### src/rtl/video_measure_if.sv
// Tap bundle for video_measure: sampled raster timing/video from the
// upstream test stage and the measurement results.
interface video_measure_if;
    logic        cen_i;
    logic [3:0]  fvht_i;
    logic [19:0] video_i;
    logic [15:0] tot_len_o;
    logic [15:0] act_len_o;
    logic [15:0] act_lines_o;
    logic        field_o;
    logic        frame_o;
    logic        locked_o;
    logic        err_o;
    logic [23:0] checksum_o;

    modport master (
        output cen_i, fvht_i, video_i,
        input  tot_len_o, act_len_o, act_lines_o, field_o, frame_o,
               locked_o, err_o, checksum_o
    );

    modport slave (
        input  cen_i, fvht_i, video_i,
        output tot_len_o, act_len_o, act_lines_o, field_o, frame_o,
               locked_o, err_o, checksum_o
    );
endinterface

### src/rtl/video_measure.sv
// Passive raster analyser: per frame it measures samples per line, active
// samples in the first active line and the active line count, then runs a
// lock state machine over consecutive frames. Never touches the video path.
// Optional active-luma checksum: define VIDEO_MEASURE_CHECKSUM_EN.
module video_measure #(
    parameter int unsigned LOCK_FRAMES = 3,
    parameter int unsigned TIMEOUT_CYC = 4000000
) (
    input  logic           clk_i,
    input  logic           rst_i,
    video_measure_if.slave bus
);
    localparam logic [1:0] SEARCH = 2'd0;
    localparam logic [1:0] CHECK  = 2'd1;
    localparam logic [1:0] LOCKED = 2'd2;
    localparam logic [3:0] LOCK_N = 4'(LOCK_FRAMES);

    logic        h, v, h_q, v_q;
    logic        h_fall, h_rise, v_rise;
    logic        line_close, frame_end, to_expire;
    logic [15:0] tot_cnt, tot_m, act_cnt, act_ref, line_cnt;
    logic        frame_err, primed;
    logic [15:0] lines_fin, act_ref_fin;
    logic        err_fin, same;
    logic [15:0] ref_tot, ref_act, ref_lines;
    logic [3:0]  match;
    logic [1:0]  state;
    logic [31:0] to_cnt;
    logic [15:0] tot_pub, act_pub, lines_pub;
    logic        field_pub, frame_q, err_q;

    assign h          = bus.fvht_i[1];
    assign v          = bus.fvht_i[2];
    assign h_fall     = h_q & ~h;
    assign h_rise     = ~h_q & h;
    assign v_rise     = ~v_q & v;
    // Previous V qualifies the line, so a line ending on the V-rise sample counts.
    assign line_close = bus.cen_i & h_rise & ~v_q;
    assign frame_end  = bus.cen_i & v_rise;
    assign to_expire  = ~frame_end & (to_cnt == TIMEOUT_CYC - 1);

    // Frame totals including a line that closes on this very sample.
    always_comb begin
        lines_fin   = line_cnt;
        act_ref_fin = act_ref;
        err_fin     = frame_err;
        if (line_close) begin
            lines_fin = line_cnt + 16'd1;
            if (line_cnt == '0)
                act_ref_fin = act_cnt;
            else if (act_cnt != act_ref)
                err_fin = 1'b1;
        end
    end

    assign same = (tot_m == ref_tot) && (act_ref_fin == ref_act) && (lines_fin == ref_lines);

    // Sample history plus line-period and active-width counters.
    always_ff @(posedge clk_i or posedge rst_i) begin
        if (rst_i) begin
            h_q     <= 1'b1;
            v_q     <= 1'b1;
            tot_cnt <= '0;
            tot_m   <= '0;
            act_cnt <= '0;
        end else if (bus.cen_i) begin
            h_q <= h;
            v_q <= v;
            if (h_fall) begin
                tot_m   <= tot_cnt;
                tot_cnt <= 16'd1;
                act_cnt <= 16'd1;
            end else begin
                if (tot_cnt != '1)
                    tot_cnt <= tot_cnt + 16'd1;
                if (!h && act_cnt != '1)
                    act_cnt <= act_cnt + 16'd1;
            end
        end
    end

    // Active line count, first-line width reference and width-consistency error.
    always_ff @(posedge clk_i or posedge rst_i) begin
        if (rst_i) begin
            line_cnt  <= '0;
            act_ref   <= '0;
            frame_err <= 1'b0;
        end else if (frame_end) begin
            line_cnt  <= '0;
            frame_err <= 1'b0;
        end else if (line_close) begin
            line_cnt  <= lines_fin;
            act_ref   <= act_ref_fin;
            frame_err <= err_fin;
        end
    end

    // Frame-end watchdog; runs every clk, restarts on frame end or expiry.
    always_ff @(posedge clk_i or posedge rst_i) begin
        if (rst_i)
            to_cnt <= '0;
        else if (frame_end || to_expire)
            to_cnt <= '0;
        else
            to_cnt <= to_cnt + 32'd1;
    end

    // Publish measurements and step the lock state machine at each frame end.
    always_ff @(posedge clk_i or posedge rst_i) begin
        if (rst_i) begin
            primed    <= 1'b0;
            tot_pub   <= '0;
            act_pub   <= '0;
            lines_pub <= '0;
            field_pub <= 1'b0;
            frame_q   <= 1'b0;
            err_q     <= 1'b0;
            state     <= SEARCH;
            match     <= '0;
            ref_tot   <= '0;
            ref_act   <= '0;
            ref_lines <= '0;
        end else begin
            frame_q <= 1'b0;
            err_q   <= 1'b0;
            if (frame_end) begin
                if (!primed) begin
                    primed <= 1'b1;
                end else begin
                    tot_pub   <= tot_m;
                    act_pub   <= act_ref_fin;
                    lines_pub <= lines_fin;
                    field_pub <= bus.fvht_i[3];
                    frame_q   <= 1'b1;
                    case (state)
                        SEARCH: begin
                            if (!err_fin) begin
                                ref_tot   <= tot_m;
                                ref_act   <= act_ref_fin;
                                ref_lines <= lines_fin;
                                match     <= 4'd1;
                                state     <= CHECK;
                            end
                        end
                        CHECK: begin
                            if (err_fin) begin
                                state <= SEARCH;
                            end else if (same) begin
                                match <= match + 4'd1;
                                if (match + 4'd1 == LOCK_N)
                                    state <= LOCKED;
                            end else begin
                                ref_tot   <= tot_m;
                                ref_act   <= act_ref_fin;
                                ref_lines <= lines_fin;
                                match     <= 4'd1;
                            end
                        end
                        LOCKED: begin
                            if (err_fin || !same) begin
                                state <= SEARCH;
                                err_q <= 1'b1;
                            end
                        end
                        default: state <= SEARCH;
                    endcase
                end
            end else if (to_expire) begin
                state <= SEARCH;
                err_q <= (state == LOCKED);
            end
        end
    end

    assign bus.tot_len_o   = tot_pub;
    assign bus.act_len_o   = act_pub;
    assign bus.act_lines_o = lines_pub;
    assign bus.field_o     = field_pub;
    assign bus.frame_o     = frame_q;
    assign bus.locked_o    = (state == LOCKED);
    assign bus.err_o       = err_q;

`ifdef VIDEO_MEASURE_CHECKSUM_EN
    logic [23:0] chk_acc, chk_pub;
    logic        unused_bits;
    assign unused_bits = ^{bus.fvht_i[0], bus.video_i[9:0]};

    // Accumulate luma over the active picture; restart at each frame end.
    always_ff @(posedge clk_i or posedge rst_i) begin
        if (rst_i)
            chk_acc <= '0;
        else if (frame_end)
            chk_acc <= '0;
        else if (bus.cen_i && !h && !v)
            chk_acc <= chk_acc + {14'd0, bus.video_i[19:10]};
    end

    // Publish the checksum alongside the other measurements.
    always_ff @(posedge clk_i or posedge rst_i) begin
        if (rst_i)
            chk_pub <= '0;
        else if (frame_end && primed)
            chk_pub <= chk_acc;
    end

    assign bus.checksum_o = chk_pub;
`else
    logic unused_bits;
    assign unused_bits    = ^{bus.fvht_i[0], bus.video_i};
    assign bus.checksum_o = '0;
`endif
endmodule
### src/flat_wrapper.sv
// flat-port wrapper written by rule: the top's interface ports become plain ports
module video_measure_flat 
#(
    parameter int unsigned LOCK_FRAMES = 3,
    parameter int unsigned TIMEOUT_CYC = 4000000
)
  (clk_i, rst_i, bus_cen_i, bus_fvht_i, bus_video_i, bus_tot_len_o, bus_act_len_o, bus_act_lines_o, bus_field_o, bus_frame_o, bus_locked_o, bus_err_o, bus_checksum_o);
  video_measure_if bus_i ();
  input  logic clk_i;
  input  logic rst_i;
  input wire logic [$bits(bus_i.cen_i)-1:0] bus_cen_i;
  input wire logic [$bits(bus_i.fvht_i)-1:0] bus_fvht_i;
  input wire logic [$bits(bus_i.video_i)-1:0] bus_video_i;
  output wire logic [$bits(bus_i.tot_len_o)-1:0] bus_tot_len_o;
  output wire logic [$bits(bus_i.act_len_o)-1:0] bus_act_len_o;
  output wire logic [$bits(bus_i.act_lines_o)-1:0] bus_act_lines_o;
  output wire logic [$bits(bus_i.field_o)-1:0] bus_field_o;
  output wire logic [$bits(bus_i.frame_o)-1:0] bus_frame_o;
  output wire logic [$bits(bus_i.locked_o)-1:0] bus_locked_o;
  output wire logic [$bits(bus_i.err_o)-1:0] bus_err_o;
  output wire logic [$bits(bus_i.checksum_o)-1:0] bus_checksum_o;
  assign bus_i.cen_i = bus_cen_i;
  assign bus_i.fvht_i = bus_fvht_i;
  assign bus_i.video_i = bus_video_i;
  assign bus_tot_len_o = bus_i.tot_len_o;
  assign bus_act_len_o = bus_i.act_len_o;
  assign bus_act_lines_o = bus_i.act_lines_o;
  assign bus_field_o = bus_i.field_o;
  assign bus_frame_o = bus_i.frame_o;
  assign bus_locked_o = bus_i.locked_o;
  assign bus_err_o = bus_i.err_o;
  assign bus_checksum_o = bus_i.checksum_o;
  video_measure #(.LOCK_FRAMES(LOCK_FRAMES), .TIMEOUT_CYC(TIMEOUT_CYC)) u_core (.clk_i(clk_i), .rst_i(rst_i), .bus(bus_i));
endmodule
### config.mk
export PLATFORM = sky130hd
export DESIGN_NAME = video_measure_flat
export DESIGN_NICKNAME = d
export VERILOG_FILES = /design/src/rtl/video_measure_if.sv /design/src/rtl/video_measure.sv /design/src/flat_wrapper.sv
export SDC_FILE = /design/constraint.sdc
export NUM_CORES = 1
export LEC_CHECK = 0
export BUFFER_PORTS_ARGS = -buffer_cell sky130_fd_sc_hd__buf_2
export CAP_MARGIN = 5
export CORE_ASPECT_RATIO = 0.7
export CORE_MARGIN = 2
export CORE_UTILIZATION = 54
export DETAILED_ROUTE_END_ITERATION = 12
export PLACE_DENSITY = 0.83
export SLEW_MARGIN = 10
export SYNTH_ARGS = -nofsm -noshare
export SYNTH_HDL_FRONTEND = slang
export SYNTH_SLANG_ARGS = --single-unit
### constraint.sdc
create_clock -name clk_i -period 6.8 [get_ports clk_i]
set_input_delay 1.36 -clock clk_i [delete_from_list [all_inputs] [get_ports clk_i]]
set_output_delay 1.36 -clock clk_i [all_outputs]
set_load 0.01 [all_outputs]
# == After elaboration in Yosys (flattened, before gate mapping) ==
# Cells that the tools add are included.
# op_classes
n_bitwise,11
reduce_logical,22
n_mux,47
add_sub_neg,5
eq_ne,18
# op_table
cell,n
$mux W16,18
$pmux W16 S2,3
$add A16 B1 Y16 const B,3
$eq A16 B16 Y1,3
$add A32 B1 Y32 const B,1
$eq A32 B22 Y1 const B,1
$mux W32,1
$ne A16 B16 Y1 const B,2
$logic_not A16 Y1,1
$mux W2,8
$ne A16 B16 Y1,1
$mux W1,12
$mux W4,3
$reduce_and A6 Y1,2
$reduce_and A2 Y1,5
$reduce_bool A2 Y1,5
$ne A2 B2 Y1 const B,4
$ne A4 B4 Y1 const B,2
$pmux W4 S2,1
$and A1 B1 Y1,7
$ne A3 B3 Y1 const B,2
$pmux W2 S3,1
$reduce_and A5 Y1,1
$add A4 B1 Y4 const B,1
other kinds (8),15
# totals
output_inout_bits,76
regBits,221
in_bits,27
wordCells,124

# == Depth between registers and ports, before layout ==
# depth
word_depth,14
mapped_depth,14
mapped_depth_nobuf,11

# == Least setup slack after synthesis ==
# No wires, ideal clock.
# synth_path
path_kind,input port to flip-flop
startpoint,input port bus_cen_i
endpoint,register u_core.ref_act[0]
setup_time_ns,0.125
setup_slack_ns,2.843
cell_stages,11
path_buffers,2
t_required_ns,6.675
arrival_time_ns,3.832
path_cell_list,nand4bb_1 > buf_2 > nor3_1 > xnor2_1 > o31ai_1 > a2111o_1 > or3_1 > nor4_4 > nor2_2 > buf_6 > mux2_4
# synth_between
elab_chain_len,8
elab_cells_between_ends,18
cone_classes,eq/ne (5); mux (7); bitwise (3); reduce/logical (3)
# synth_rtl
element,line_no,text
"start, declared",flat_wrapper.sv:11,input wire logic [$bits(bus_i.cen_i)-1:0] bus_cen_i;
$and A1 B1 Y1 (2 in series),video_measure.sv:38,assign line_close = bus.cen_i & h_rise & ~v_q;
$mux W16,video_measure.sv:47,if (line_close) begin
$eq A16 B16 Y1,video_measure.sv:56,assign same = (tot_m == ref_tot) && (act_ref_fin == ref_act) && (lines_fin == ref_lines);
$logic_and A1 B1 Y1 (2 in series),video_measure.sv:56,
$ne A2 B2 Y1 (no line),n/a,
$reduce_and A6 Y1 (no line),n/a,
"end signal, assigned",video_measure.sv:139,ref_act <= act_ref_fin;
"end signal, assigned",video_measure.sv:154,ref_act <= act_ref_fin;
"end, declared",video_measure.sv:25,"logic [15:0] ref_tot, ref_act, ref_lines;"
# Several ways; a longest one is shown, not always the timed one. The select of a mux whose other input is x is not followed.
# A chain may end at the register's enable or synchronous reset.

# == Worst setup path after layout ==
# layout_path
startpoint,input port bus_fvht_i[1]
endpoint,register u_core.ref_tot[5]
# layout_between
elab_chain_len,9
elab_cells_between_ends,14
cone_classes,eq/ne (5); mux (3); bitwise (3); reduce/logical (3)
# layout_rtl
element,line_no,text
"start, declared",flat_wrapper.sv:12,input wire logic [$bits(bus_i.fvht_i)-1:0] bus_fvht_i;
$and A1 B1 Y1 (*),video_measure.sv:35,assign h_rise = ~h_q & h;
$and A1 B1 Y1 (*) (2 in series),video_measure.sv:38,
$mux W16,video_measure.sv:47,
$eq A16 B16 Y1,video_measure.sv:56,
$logic_and A1 B1 Y1 (2 in series),video_measure.sv:56,
$ne A2 B2 Y1 (no line),n/a,
$reduce_and A6 Y1 (no line) (*),n/a,
"end signal, assigned",video_measure.sv:138,ref_tot <= tot_m;
"end signal, assigned",video_measure.sv:153,ref_tot <= tot_m;
"end, declared",video_measure.sv:25,
# Mark *: on every way between the ends. The rest lies on a longest branch, timed or not.

==> tab_implementation.tex <==
\begin{tabular}{lr}
\hline
Metric & Value \\
\hline
\multicolumn{2}{l}{\textbf{Synthesis}} \\
\quad Synth area leader & sky130\_fd\_sc\_hd\_\_dfrtp\_1 \\
\quad Synthesized instance count & 1077 \\
\quad XOR/XNOR Fraction of Synth Area & 9.73\% \\
\quad Synth top area cells & sky130\_fd\_sc\_hd\_\_dfrtp\_1 49\%, sky130\_fd\_sc\_hd\_\_xor2\_1 5.5\%, sky130\_fd\_sc\_hd\_\_mux2\_2 5.1\%, sky130\_fd\_sc\_hd\_\_xnor2\_1 4.3\%, sky130\_fd\_sc\_hd\_\_nand2\_1 3.8\% \\
\quad Sequential-to-total area share from yosys stat & 50.0\% \\
\quad Multiplexer share of the synthesized area & 9.06\% \\
\quad Mean instance size in the synthesized netlist & 10.3 um2 \\
\quad EDFF count, synth & 0 \\
\quad Proportion of synthesized flip-flops having asynchronous set or reset & 100\% \\
\quad Post-synthesis register bit count & 221 \\
\quad Syn Std Cell Area & 11100 um2 \\
\quad Arithmetic-cell share of the synthesized area counting full adders, half adders and majority gates & 0.791\% \\
\quad Share of the synthesized area in the top cell type & 49.5\% \\
\quad Top flip-flop cell by instance count after synthesis & sky130\_fd\_sc\_hd\_\_dfrtp\_1 \\
\quad Yosys synthesis warning count & 0 \\
\quad Area fraction in compound gates after synthesis & 8.79\% \\
\quad Simple-gate share of the synthesized area & 16.5\% \\
\quad Main combinational cell family by area after synthesis & simple AND/OR/NAND/NOR gates \\
\quad Distinct cells, synth & 65 \\
\multicolumn{2}{l}{\textbf{Flow run}} \\
\quad Max cap viols & 0 \\
\multicolumn{2}{l}{\textbf{Die}} \\
\quad Die X & 175 um \\
\quad Placeable Area & 20000 um2 \\
\quad FP Rows & 43 \\
\quad I/O pin cnt & 103 \\
\quad Die span in y & 124 um \\
\quad Area of the die & 21700 um2 \\
\quad Effective utilization at floorplan & 55.5\% \\
\multicolumn{2}{l}{\textbf{Placed design}} \\
\quad Detailed Place HPWL & 16100 um \\
\quad Number of port buffers & 57 \\
\quad Instance area after placement & 11500 um2 \\
\quad Routability congestion estimate from global placement & 0.869 \\
\multicolumn{2}{l}{\textbf{Power and ir drop}} \\
\quad Portion of total power attributed to the clock network & 33.8\% \\
\quad Leakage power total & 5.75 nW \\
\quad Cell-internal power & 2.37 mW \\
\quad Part of the power in registers & 48.5\% \\
\quad Pwr Total & 3.33 mW \\
\quad PD cells & 275 nW/um2 \\
\quad Switching pwr & 0.966 mW \\
\quad Maximum vdd ir drop & 0.000207 V \\
\quad Combinational cell fraction of total power & 17.7\% \\
\quad Sw frac & 29.0\% \\
\multicolumn{2}{l}{\textbf{Timing}} \\
\quad Max Freq & 208 MHz \\
\quad TNS Setup & 0 ps \\
\quad Post-route clock period utilization & 70.6\% \\
\quad Worst clock skew on the final layout & 17.1 ps \\
\quad Count of pins over their slew limit & 0 \\
\quad Count of final hold-check violations & 0 \\
\quad Time the worst path needs with I/O delays and setup & 4800 ps \\
\quad RSZ-0062 raised after global routing & false \\
\quad Slew at the pin with the worst max-slew slack & 992 ps \\
\quad Max transition margin & 33.6\% \\
\quad Endpoints failing setup & 0 \\
\multicolumn{2}{l}{\textbf{Clocking}} \\
\quad Clk pin slew, worst setup/hold paths & 60 ps \\
\quad Clock tree from TritonCTS & built \\
\quad TritonCTS buffer count & 22 \\
\quad Cell chosen for the clock root & sky130\_fd\_sc\_hd\_\_clkbuf\_16 \\
\quad Maximum level of the CTS H-tree & 1 \\
\quad Number of gates given a new drive strength after cts & 0 \\
\quad Hold buffers post-CTS & 0 \\
\quad TritonCTS sink count & 221 \\
\quad Maximum buffer depth of the clock tree & 3 \\
\quad Post-CTS Repair Setup Buffers & 0 \\
\quad Worst-Skew Late Latency & 510 ps \\
\multicolumn{2}{l}{\textbf{Finish}} \\
\quad Fraction of layout cells with a size suffix above 1 & 16.8\% \\
\quad Biggest register & u\_core.to\_cnt \\
\quad Final \#Nets & 1144 \\
\quad Flip-flop count of the largest register, all copies and words added & 32 \\
\quad Final standard cell area without fillers & 12100 um2 \\
\quad Area overhead of the layout relative to synthesis & 9.45\% \\
\multicolumn{2}{l}{\textbf{Routing}} \\
\quad Via count of the routed design & 8064 \\
\quad Violation count after the first detailed-route iteration & 631 \\
\quad Aggregate routed wire length & 23900 um \\
\quad Number of DRC violations after detailed routing & 0 \\
\quad Average vias per placed instance & 5.80 \\
\quad Antenna-violating nets left & 0 \\
\quad Length of the first detailed-routing pass in iterations & 5 \\
\quad Wire per inst & 17.2 um \\
\multicolumn{2}{l}{\textbf{Worst setup path}} \\
\quad CP Launch Point & bus\_fvht\_i[1] \\
\quad Reg-to-reg startpoint & u\_core.h\_q\$\_DFFE\_PP1P\_ \\
\quad Data required time of the critical path & 7180 ps \\
\quad Maximum fanout encountered on the critical timing path & 21 \\
\quad Element type at the critical path end & flip-flop \\
\quad Setup crit start kind & input pin \\
\quad Critical path class & input pin to flip-flop \\
\quad Data arrival, critical path & 5170 ps \\
\multicolumn{2}{l}{\textbf{Run status}} \\
\quad Outcome & complete, no violations \\
\multicolumn{2}{l}{\textbf{GRT}} \\
\quad Maximum number of pins on one net before global-route repair & 115 \\
\quad Global-route wire length before repair & 39300 um \\
\quad Initial antenna violation count & 1 \\
\quad Number of global-route vias before repair & 7765 \\
\quad Overall fraction of global-route tracks in use & 22.2\% \\
\quad Sum of overflow across all layers after global routing & 0 \\
\multicolumn{2}{l}{\textbf{Min path}} \\
\quad Hold Path Class & flip-flop to flip-flop \\
\quad Hold Crit Start & u\_core.bus.act\_len\_o[2]\$\_DFFE\_PP0P\_ \\
\hline
\end{tabular}
per-stage QoR:
| step | hold slack, ps | utilization (%) | worst slack [ps] | instances |
|---|---|---|---|---|
| 2_1_floorplan | 435 | - | 2560 | 1100 |
| 3_3_place_gp | 455 | 57.5 | 1650 | 1356 |
| 3_5_place_dp | 458 | 57.5 | 1590 | 1356 |
| 4_1_cts | 474 | 60.7 | 2090 | 1389 |
| 5_1_grt | 491 | 60.7 | 1800 | 1390 |
| 6_report | 471 | 60.7 | 2000 | 1390 |
cell type report:
| class | instances | area [um2] |
|---|---|---|
| fill | 1569 | 7840 |
| sequential | 221 | 5530 |
| multi-input combinational | 760 | 5080 |
| clock buffer | 31 | 636 |
| timing repair buffer | 68 | 380 |
| tap | 270 | 338 |
| inverter | 37 | 143 |
| clock inverter | 2 | 10.0 |
| antenna | 1 | 2.50 |
power by group through the flow:
stage,sequential (mW),clock [mW],combinational [mW]
6_report,1.62,1.13,0.591
5_1_grt,1.64,1.19,0.653
4_1_cts,1.61,1.15,0.589
3_5_place_dp,1.63,0,0.586
3_3_place_gp,1.63,0,0.571
2_1_floorplan,1.61,0,0.428
critical path, cell delays in order:
cell and delay [ps]:
sky130_fd_sc_hd__buf_2 150, sky130_fd_sc_hd__nand4bb_1 620, sky130_fd_sc_hd__or2_1 770, sky130_fd_sc_hd__mux2_2 430
sky130_fd_sc_hd__a2111oi_0 430, sky130_fd_sc_hd__nand4_1 270, sky130_fd_sc_hd__nor4_4 280, sky130_fd_sc_hd__nor2_4 150
sky130_fd_sc_hd__buf_4 320, sky130_fd_sc_hd__mux2_1 360
synth_stat cells (all sizes together) (4+ instances only):
library cell  count
a2111oi           4
a21oi            25
a31oi             4
and3             10
and4              4
buf              41
clkbuf           41
dfrtp           219
ha                7
inv              37
mux2             78
mux2i             5
nand2           113
nand2b            4
nand3            37
nand4            26
nor2             92
nor2b             6
nor3             13
nor3b             7
nor4             22
o21ai            71
o22ai             9
o31ai            24
or2               5
or3              14
xnor2            54
xor2             69
logic make-up after synthesis:
logic type,Yosys count
AOI/OAI and AO/OA,160
xor gates and xnor gates,123
adders and majority gates,7
buffers and inverters,119
DFF,221
muxes,83
other,1
and+or+nand+nor,363
worst paths after layout:
kind                                                        to  slack, ps  depth (start not counted)
setup / recovery                 u_core.ref_tot[5]$_DFFE_PP0P_       2000                         10
hold reg to reg            u_core.bus.act_len_o[2]$_DFFE_PP0P_        470                          2
setup reg to reg                 u_core.ref_tot[5]$_DFFE_PP0P_       2440                          9
min in group asynchronous          u_core.tot_m[8]$_DFFE_PP0P_        990                          2
max in group asynchronous      u_core.ref_lines[6]$_DFFE_PP0P_       4460                          3
hold / removal             u_core.bus.act_len_o[2]$_DFFE_PP0P_        470                          2
cell usage in the layout, fill, tap and decap left out, types with 15 or more instances in the layout:
cell type / Yosys / layout
sky130_fd_sc_hd__nor2_1: 91 / 91
sky130_fd_sc_hd__nand3_1: 37 / 37
sky130_fd_sc_hd__inv_1: 37 / 36
sky130_fd_sc_hd__nand4_1: 24 / 24
sky130_fd_sc_hd__conb_1: 1 / 24
sky130_fd_sc_hd__dfrtp_1: 219 / 219
sky130_fd_sc_hd__nand2_1: 113 / 112
sky130_fd_sc_hd__mux2_4: 20 / 20
sky130_fd_sc_hd__o21ai_0: 70 / 70
sky130_fd_sc_hd__mux2_2: 50 / 50
sky130_fd_sc_hd__xor2_1: 69 / 69
sky130_fd_sc_hd__xnor2_1: 54 / 54
sky130_fd_sc_hd__o31ai_1: 24 / 24
sky130_fd_sc_hd__buf_2: 7 / 57
sky130_fd_sc_hd__a21oi_1: 25 / 25
sky130_fd_sc_hd__nor4_1: 15 / 15
sky130_fd_sc_hd__clkbuf_16: 0 / 23
layer usage:
metal	wire [um]	share of wire [%]	global-route usage [%]
met5	0	0	0
met2	11100	46	36.2
met4	380	1.6	5.21
met1	11000	46	31.7
met3	1450	6.1	3.66
Power figures use the tool's default switching activity.
